$ cat config.mk
export PLATFORM = sky130hd
export DESIGN_NAME = clk_ratio_ctrl
export DESIGN_NICKNAME = d
export VERILOG_FILES = /design/src/rtl/clk_ratio_pkg.sv /design/src/rtl/clk_ratio_ch.sv /design/src/rtl/clk_ratio_ctrl.sv
export SDC_FILE = /design/constraint.sdc
export NUM_CORES = 1
export LEC_CHECK = 0
export BUFFER_PORTS_ARGS = -buffer_cell sky130_fd_sc_hd__buf_2
export CAP_MARGIN = 20
export CORE_ASPECT_RATIO = 1.5
export CORE_MARGIN = 3
export CORE_UTILIZATION = 47
export CTS_CLUSTER_SIZE = 10
export DETAILED_ROUTE_END_ITERATION = 8
export GPL_ROUTABILITY_DRIVEN = 0
export GPL_TIMING_DRIVEN = 0
export PLACE_DENSITY_LB_ADDON = 0.1
export SLEW_MARGIN = 20
export SYNTH_ARGS = -nofsm -noshare
export SYNTH_HDL_FRONTEND = slang
export SYNTH_SLANG_ARGS = --single-unit
$ cat constraint.sdc
create_clock -name per_clk -period 4.55 [get_ports per_clk]
set_input_delay 1.365 -clock per_clk [delete_from_list [all_inputs] [get_ports per_clk]]
set_output_delay 1.365 -clock per_clk [all_outputs]
set_load 0.1 [all_outputs]
$ cat src/rtl/clk_ratio_pkg.sv
// clk_ratio_pkg: shared definitions for the clock-ratio controller.
//   ch_state_e  : per-channel switch FSM encoding
//   RATIO_BASE  : first RATIO_i register; channel i sits at RATIO_BASE + 4*i
//   STATUS_OFF  : read-only busy vector
//   IRQSTAT_OFF : write-1-to-clear switch-done flags
//   word_of     : drops the byte-lane bits of an APB address
package clk_ratio_pkg;
  typedef enum logic [1:0] {
    IDLE     = 2'b00,
    WAIT_PRE = 2'b01,
    SETTLE   = 2'b10
  } ch_state_e;
  localparam logic [11:0] RATIO_BASE  = 12'h000;
  localparam logic [11:0] STATUS_OFF  = 12'h100;
  localparam logic [11:0] IRQSTAT_OFF = 12'h104;
  function automatic logic [9:0] word_of(input logic [11:0] a);
    return a[11:2];
  endfunction
endpackage

$ cat src/rtl/clk_ratio_ch.sv
// clk_ratio_ch: one clock-enable channel with a glitch-free ratio switch.
//   per_clk   in   base clock
//   clkrst_b  in   asynchronous active-low reset
//   i_wr      in   accepted write to this channel's RATIO register
//   i_wdata   in   new ratio value (divide factor = value + 1)
//   o_clk_en  out  registered one-cycle enable pulse per period
//   o_busy    out  a ratio switch is pending or settling
//   o_done    out  one-cycle strobe on the SETTLE -> IDLE transition
//   o_rdata   out  RATIO readback: pending value while busy, else current
module clk_ratio_ch
  import clk_ratio_pkg::*;
#(
  parameter int DIV_W      = 4,
  parameter int SETTLE_CYC = 2
) (
  input  logic             per_clk,
  input  logic             clkrst_b,
  input  logic             i_wr,
  input  logic [DIV_W-1:0] i_wdata,
  output logic             o_clk_en,
  output logic             o_busy,
  output logic             o_done,
  output logic [DIV_W-1:0] o_rdata
);
  localparam int SW = (SETTLE_CYC > 1) ? $clog2(SETTLE_CYC) : 1;
  localparam logic [SW-1:0] S_LAST = SW'(SETTLE_CYC - 1);
  ch_state_e        r_state, w_state_n;
  logic [DIV_W-1:0] r_cnt, w_cnt_n;
  logic [DIV_W-1:0] r_cur, w_cur_n;
  logic [DIV_W-1:0] r_pend, w_pend_n;
  logic [SW-1:0]    r_scnt, w_scnt_n;
  logic             r_en;
  logic             w_term;
  assign w_term = r_cnt == r_cur;
  always_ff @(posedge per_clk or negedge clkrst_b) begin
    if (!clkrst_b) begin
      r_state <= IDLE;
      r_cnt   <= '0;
      r_cur   <= '0;
      r_pend  <= '0;
      r_scnt  <= '0;
      r_en    <= 1'b0;
    end else begin
      r_state <= w_state_n;
      r_cnt   <= w_cnt_n;
      r_cur   <= w_cur_n;
      r_pend  <= w_pend_n;
      r_scnt  <= w_scnt_n;
      r_en    <= w_term && r_state != SETTLE;
    end
  end
  // The switch is taken on the terminal count so the old period always
  // completes with its pulse; the counter is held at 0 while settling so a
  // full new period follows the settle gap.
  always_comb begin
    w_state_n = r_state;
    w_cnt_n   = w_term ? '0 : r_cnt + DIV_W'(1);
    w_cur_n   = r_cur;
    w_pend_n  = r_pend;
    w_scnt_n  = r_scnt;
    o_done    = 1'b0;
    unique case (r_state)
      IDLE: begin
        if (i_wr && i_wdata != r_cur) begin
          w_pend_n  = i_wdata;
          w_state_n = WAIT_PRE;
        end
      end
      WAIT_PRE: begin
        if (w_term) begin
          w_cur_n   = r_pend;
          w_cnt_n   = '0;
          w_scnt_n  = '0;
          w_state_n = SETTLE;
        end
      end
      SETTLE: begin
        w_cnt_n  = '0;
        w_scnt_n = r_scnt + SW'(1);
        if (r_scnt == S_LAST) begin
          w_state_n = IDLE;
          o_done    = 1'b1;
        end
      end
      default: w_state_n = IDLE;
    endcase
  end
  assign o_clk_en = r_en;
  assign o_busy   = r_state != IDLE;
  assign o_rdata  = o_busy ? r_pend : r_cur;
endmodule

$ cat src/rtl/clk_ratio_ctrl.sv
// clk_ratio_ctrl: APB-programmable multi-channel clock-enable generator.
//   per_clk    in   base clock; all logic in this domain
//   clkrst_b   in   asynchronous active-low reset
//   psel/penable/pwrite/paddr/pwdata  in  APB request (zero wait state)
//   prdata     out  read data, combinational, 0 unless psel & !pwrite
//   pready     out  tied 1
//   pslverr    out  error in the access phase: unmapped address, STATUS
//                   write, or RATIO_i write while channel i is busy
//   ch_clk_en  out  per-channel registered enable pulses
//   ch_busy    out  per-channel switch in progress
//   irq        out  registered OR of the switch-done flags
// Build option: define CLK_RATIO_IRQ_EN to implement IRQSTAT and irq;
// otherwise IRQSTAT reads 0, its writes are accepted and ignored, irq is 0.
module clk_ratio_ctrl
  import clk_ratio_pkg::*;
#(
  parameter int NUM_CH     = 2,
  parameter int DIV_W      = 4,
  parameter int SETTLE_CYC = 2
) (
  input  logic              per_clk,
  input  logic              clkrst_b,
  input  logic              psel,
  input  logic              penable,
  input  logic              pwrite,
  input  logic [11:0]       paddr,
  input  logic [31:0]       pwdata,
  output logic [31:0]       prdata,
  output logic              pready,
  output logic              pslverr,
  output logic [NUM_CH-1:0] ch_clk_en,
  output logic [NUM_CH-1:0] ch_busy,
  output logic              irq
);
  logic [9:0]        w_word;
  logic [9:0]        w_roff;
  logic [NUM_CH-1:0] w_sel;
  logic [NUM_CH-1:0] w_done;
  logic [NUM_CH-1:0] w_irqstat;
  logic [DIV_W-1:0]  w_rdata [NUM_CH];
  logic              w_ratio_hit, w_stat_hit, w_irq_hit;
  logic              w_acc, w_err, w_wr_ok;
  logic [31:0]       w_rmux;
  logic              w_unused;
  assign w_word      = word_of(paddr);
  assign w_roff      = w_word - word_of(RATIO_BASE);
  assign w_ratio_hit = |w_sel;
  assign w_stat_hit  = w_word == word_of(STATUS_OFF);
  assign w_irq_hit   = w_word == word_of(IRQSTAT_OFF);
  assign w_acc       = psel & penable;
  assign w_err       = !(w_ratio_hit | w_stat_hit | w_irq_hit)
                     | (pwrite & w_stat_hit)
                     | (pwrite & |(w_sel & ch_busy));
  assign w_wr_ok     = w_acc & pwrite & !w_err;
  assign pslverr     = w_acc & w_err;
  assign pready      = 1'b1;
  assign w_unused    = ^{paddr[1:0], pwdata[31:DIV_W]};
  for (genvar g = 0; g < NUM_CH; g++) begin : g_ch
    assign w_sel[g] = w_roff == 10'(g);
    clk_ratio_ch #(
      .DIV_W     (DIV_W),
      .SETTLE_CYC(SETTLE_CYC)
    ) u_ch (
      .per_clk (per_clk),
      .clkrst_b(clkrst_b),
      .i_wr    (w_wr_ok & w_sel[g]),
      .i_wdata (pwdata[DIV_W-1:0]),
      .o_clk_en(ch_clk_en[g]),
      .o_busy  (ch_busy[g]),
      .o_done  (w_done[g]),
      .o_rdata (w_rdata[g])
    );
  end
  always_comb begin
    w_rmux = '0;
    for (int i = 0; i < NUM_CH; i++) if (w_sel[i]) w_rmux = 32'(w_rdata[i]);
    if (w_stat_hit) w_rmux = 32'(ch_busy);
    if (w_irq_hit) w_rmux = 32'(w_irqstat);
  end
  assign prdata = (psel & !pwrite) ? w_rmux : '0;
`ifdef CLK_RATIO_IRQ_EN
  logic [NUM_CH-1:0] r_irqstat;
  logic [NUM_CH-1:0] w_clr;
  logic              r_irq;
  assign w_clr = (w_wr_ok & w_irq_hit) ? pwdata[NUM_CH-1:0] : '0;
  // A done strobe wins over a same-cycle W1C so no completion is lost.
  always_ff @(posedge per_clk or negedge clkrst_b) begin
    if (!clkrst_b) begin
      r_irqstat <= '0;
      r_irq     <= 1'b0;
    end else begin
      r_irqstat <= (r_irqstat & ~w_clr) | w_done;
      r_irq     <= |r_irqstat;
    end
  end
  assign w_irqstat = r_irqstat;
  assign irq       = r_irq;
`else
  logic w_unused_done;
  assign w_unused_done = ^w_done;
  assign w_irqstat     = '0;
  assign irq           = 1'b0;
`endif
endmodule

After elaboration in Yosys (flattened, before gate mapping). Cells that the tools add are included.

Bits in registers: 32. Bits of input ports: 49. Output and inout port bits: 39. Logic and storage cells: 98.

Add/subtract/negate cells: 4. Equal/unequal tests: 19. Muxes and demuxes: 25. Bitwise operators: 14. Reductions and logical operators: 24.

Operators by type and width (count): 32-bit 2-to-1 mux (4); 4-bit 2-to-1 mux (7); 10-bit by 7-bit == test with 1-bit output (second input constant) (2); 4-bit one-hot mux with 2 select lines (2); 2-bit 2-to-1 mux (6); 2-bit by 1-bit != test with 1-bit output (second input constant) (6); 2-bit one-hot mux with 3 select lines (2); 2-bit AND reduction (6); 10-bit by 1-bit == test with 1-bit output (second input constant) (1); 10-bit zero test (1); 1-bit bitwise AND (9); 4-bit by 1-bit adder with 4-bit output (second input constant) (2); 4-bit == test (2); 4-bit != test (2); 2-bit nonzero test (4); 3-bit AND reduction (2); 2-bit by 1-bit == test with 1-bit output (second input constant) (2); 2-bit == test (second input constant) (2); 1-bit logical AND (4); 2-bit zero test (2); 2-bit != test (second input constant) (2); 1-bit bitwise OR (4); 1-bit one-hot mux with 2 select lines (2); 2-bit OR reduction (2); other kinds (4) (8).

Longest topological paths before layout.
Depth in word-level cells: 13. Mapped depth: 7. Gate-level depth less buffers: 6.

By module. Synthesis repeated with hierarchy kept, for this count alone.

Cells, all modules: 205. Area total of the unflattened synthesis: 2215.9 um^2.

By module, submodules not included: clk_ratio_ch (times used 2, cells an instance 74, area an instance 893.4 um^2, sequential area each 400.4 um^2); clk_ratio_ctrl (times used 1, cells an instance 57, area an instance 429.2 um^2, sequential area each 0.0 um^2).

Least setup slack after synthesis. OpenSTA, ideal clock, no wires.

Kind: in2out. Start: input port paddr[11]. End: output port prdata[2]. Data arrival time: 6.618 ns. Data required time: 3.185 ns. Setup slack: -3.433 ns. Cell stages on the path: 3. Buffers on the path: 0. Cell sequence: nor4_4 > nand4b_1 > a2111oi_0.

Cells in the longest elaborated chain, start to end: 6. Elaborated cells on any way between the ends: 9. Those cells by class: eq/ne (3); mux (5); reduce/logical (1).

Ends and longest elaborated chain: start, declared (RTL line clk_ratio_ctrl.sv:26) `input logic [11:0] paddr,`; 10-bit zero test (RTL line clk_ratio_ctrl.sv:59) `assign w_sel[g] = w_roff == 10'(g);`; 4-bit 2-to-1 mux (RTL line clk_ratio_ctrl.sv:76) `for (int i = 0; i < NUM_CH; i++) if (w_sel[i]) w_rmux = 32'(w_rdata[i]);`; 32-bit 2-to-1 mux (RTL line clk_ratio_ctrl.sv:76); 32-bit 2-to-1 mux (RTL line clk_ratio_ctrl.sv:77) `if (w_stat_hit) w_rmux = 32'(ch_busy);`; 32-bit 2-to-1 mux (*) (RTL line clk_ratio_ctrl.sv:78) `if (w_irq_hit) w_rmux = 32'(w_irqstat);`; 32-bit 2-to-1 mux (*) (RTL line clk_ratio_ctrl.sv:80) `assign prdata = (psel & !pwrite) ? w_rmux : '0;`; end, declared (RTL line clk_ratio_ctrl.sv:28) `output logic [31:0] prdata,`.

Mark *: on every way between the ends. The rest lies on a longest branch, timed or not.

Worst setup path in the final report. Ends and elaborated chain as after synthesis.

==> impl_metrics.py <==
metrics = {
    "grt": {
        "overflow": 0,
        "grt_pass1_wl_um": 7127,
        "grt_use_met2_pct": 28.89,
        "busiest_layer": "met2",
        "antenna_found_initial": 0,
        "grt_pass1_vias": 1536,
        "grt_max_degree": 33,
        "grt_util_met3_pct": 4.011,
        "met1_usage_pct": 19.35,
        "grt_usage_pct": 16.62,
    },
    "cells_and_area": {
        "areaGrowthSynthToFinish_pct": 19.21,
        "num_antenna_cells": 0,
        "final_layout_size_suffix_gt1_share_pct": 35.13,
        "nFillCells": 418,
        "finalNetCount": 335,
        "finalInstanceArea_mm2": 0.002633,
    },
    "sta": {
        "worst-slew-pin-transition_ns": 0.7195,
        "fin_ws_ns": 0.1961,
        "min_period_ns": 4.354,
        "grt_setup_unrepaired": "false",
        "fin_crit_sh_pct": 95.69,
        "fin_skew_ns": 0.005166,
        "max_freq_mhz": 229.7,
        "setup-violations-final": 0,
        "setup-tns-final_ns": 0,
        "hold_violations": 0,
        "drv_slew": 0,
        "relSlewSlack_pct": 52.03,
    },
    "flow_run": {
        "drv_cap": 0,
    },
    "routing": {
        "avgRoutedWirePerCell_um": 12.27,
        "vias_per_cell": 4.557,
        "dr.first_iter.drc_count": 65,
        "drc": 0,
        "ant_nets": 0,
        "vias": 1554,
        "postRouteWirelength_um": 4184,
        "dr.pass1.iters": 4,
    },
    "floorplan": {
        "die-area_mm2": 0.005574,
        "die_x_um": 61.97,
        "start_util_pct": 50.30,
        "core-area_mm2": 0.004390,
        "pin_count": 88,
        "num_rows": 29,
        "die_y_um": 89.95,
    },
    "setup_path": {
        "r2r-end": "g_ch[1].u_ch.r_pend[2]$_DFFE_PN0P_",
        "worst-r2r-setup-slack_ns": 2.57,
        "critPathMaxStageDelay_ns": 0.48,
        "worstSetupPathType": "in -> out",
        "rr_worst_depth": 6,
        "crit_family": "simple AND/OR/NAND/NOR gates",
        "crit_path_frequent_cell": "buf_2",
        "crit_fanout": 4,
        "path_cells": "buf_2 -> nor4_4 -> nand4b_1 -> a2111oi_2 -> buf_2",
        "arrival_ns": 2.99,
        "cp-start-kind": "input pin",
        "regToRegStartpoint": "g_ch[1].u_ch.r_state[1]$_DFFE_PN0P_",
        "cpMaxStageDelayCell": "buf_2",
        "endpoint_kind": "output port",
        "worst-path-buf-inv": 2,
        "required_ns": 3.18,
    },
    "synth": {
        "avgSynthCellArea_um2": 10.18,
        "synth_cell_types": 43,
        "netlist_area_mm2": 0.002208,
        "yosys.area.top_type": "dfrtp_1",
        "netlist_instances": 217,
        "yosys_register_bits": 32,
        "synth-edff-count": 0,
        "ys_seq_area_share_pct": 36.26,
        "synthArstFlopShare_pct": 100.0,
        "synth_area_leaders": "dfrtp_1 36%, buf_4 12%, mux2_2 7.1%",
        "ys_warn_count": 0,
        "synth_top_area_share_pct": 36.26,
        "ys.flop_type": "dfrtp_1",
    },
    "clocking": {
        "clk-insertion-delay-late_ns": 0.28,
        "cts_root_buffer": "clkbuf_8",
        "cts_tree": "yes",
        "clockBufferDepth": 2,
        "cts.sinks": 32,
        "path_clk_slew_ns": 0.07,
        "htreeDepth": 2,
        "cts_hold_buf": 0,
        "cts_buffers": 5,
    },
    "placement": {
        "io_buffers": 27,
        "placed_cell_area_mm2": 0.002541,
        "place_hpwl_um": 3357,
        "dpl_worst_slack_ns": 0.09717,
    },
    "power_and_ir_drop": {
        "p_clk_share_pct": 20.8,
        "p_comb_share_pct": 48.3,
        "vdd_drop_max_uv": 371.0,
        "p_sw_mw": 0.4912,
        "pwr-share-seq_pct": 30.9,
        "p_leak_nw": 1.317,
        "finalPower_mw": 1.067,
        "swShare_pct": 46.05,
        "p_int_mw": 0.5754,
        "power.density_mw_per_mm2": 405.2,
    },
    "worst_hold_path": {
        "hold_start": "g_ch[1].u_ch.r_cnt[0]$_DFF_PN0_",
        "hold_end": "g_ch[1].u_ch.r_cnt[0]$_DFF_PN0_",
        "hold_class": "reg -> reg",
        "whs_path_depth": 1,
    },
    "outcome": {
        "status": "completed",
    },
}
-- layout by cell type, fill, tap and decap left out, drive strengths merged, types with 5 or more instances in the layout --
cell type | Yosys | routed
nor4 | 6 | 6
buf | 37 | 63
ha | 8 | 8
a211oi | 5 | 5
nor2b | 6 | 6
inv | 13 | 13
a21oi | 6 | 6
xnor2 | 11 | 11
conb | 2 | 30
clkbuf | 2 | 8
nor2 | 15 | 15
dfrtp | 32 | 32
nand3 | 5 | 5
xor2 | 11 | 11
mux2 | 17 | 17
-- cell usage after synthesis, drive strengths merged (2+ instances only) --
library cell / instances
nor4: 6
nor2b: 6
nand4: 4
xnor2: 11
ha: 8
o2bb2ai: 2
a211oi: 5
clkbuf: 2
inv: 13
nor3: 2
mux2i: 3
nand4b: 2
buf: 37
nand2b: 2
nand2: 4
nand3: 5
nor2: 15
conb: 2
and2: 2
dfrtp: 32
xor2: 11
mux2: 17
a2111oi: 2
or2: 2
o21ai: 4
a21oi: 6
-- per-stage QoR --
stage / hold slack (ns) / util [%] / std cells
2_1_floorplan: 0.4687 / - / 245
3_3_place_gp: 0.5010 / 57.88 / 334
3_5_place_dp: 0.5071 / 57.88 / 334
4_1_cts: 0.5216 / 59.99 / 342
5_1_grt: 0.5357 / 59.96 / 341
6_report: 0.5130 / 59.96 / 341
-- power by group through the flow --
stage	logic (mW)	clock network [mW]	registers (mW)
6_report	0.515	0.222	0.330
3_5_place_dp	0.517	0	0.335
4_1_cts	0.518	0.230	0.329
5_1_grt	0.554	0.244	0.333
2_1_floorplan	0.450	0	0.331
3_3_place_gp	0.512	0	0.335
-- layer usage --
layer | part of all wire, % | vias to the layer above
li1 | - | 809
met1 | 39 | 721
met2 | 57 | 17
met3 | 2.2 | 7
met4 | 1.3 | 0
met5 | 0 | -
-- logic make-up after synthesis --
family / count (synthesis) / share of synthesized area [%]
AND/OR/NAND/NOR: 55 / 16.88
buffers and inverters: 52 / 14.79
flip-flops: 32 / 36.26
AO/OA/AOI/OAI: 26 / 8.443
XOR/XNOR: 22 / 8.725
multiplexers: 20 / 10.03
adder cells (fa/ha/maj): 8 / 4.533
other: 2 / 0.3401
-- state kept, by name (all words and copies together), names as in the netlist --
name                flops
g_ch.u_ch.r_pend        8
g_ch.u_ch.r_scnt        2
g_ch.u_ch.r_cnt         8
g_ch.u_ch.o_clk_en      2
g_ch.u_ch.r_state       4
g_ch.u_ch.r_cur         8
-- area by class of cell --
class                   count  area, um^2  share of cell area (%)
well taps                  62       77.57                   2.947
clock inverters             2       10.01                  0.3802
multi-input cells         161        1201                   45.63
repair buffers             27       137.6                   5.228
inverters                  13       48.80                   1.854
flip-flops and latches     32       800.8                   30.42
clock buffers               6       82.58                   3.137
plain buffers              38       274.0                   10.41
-- worst register-to-register path, delay by kind of cell, from the launching register on --
family	cells	cell delay (ns)
adder cells (fa/ha/maj)	1	0.14
buffers and inverters	2	0.32
flip-flops	1	0.41
multiplexers	1	0.39
AND/OR/NAND/NOR	2	0.59
-- what timing repair did --
item,in CTS,in global routing
setup endpoints to repair,0,2
gates resized for setup,0,1
buffers inserted,0,0
-- worst max path at each step --
stage                     startpoint        end  slack [ns]  cells after the start
after floorplan             paddr[9]  prdata[2]       -0.70                      3
final                      paddr[11]  prdata[2]        0.20                      5
after global placement      paddr[9]  prdata[3]        0.13                      5
after global routing        paddr[9]  prdata[2]        0.02                      5
after detailed placement    paddr[9]  prdata[3]         0.1                      5
after CTS                   paddr[9]  prdata[3]         0.1                      5
Power figures use the tool's default switching activity.
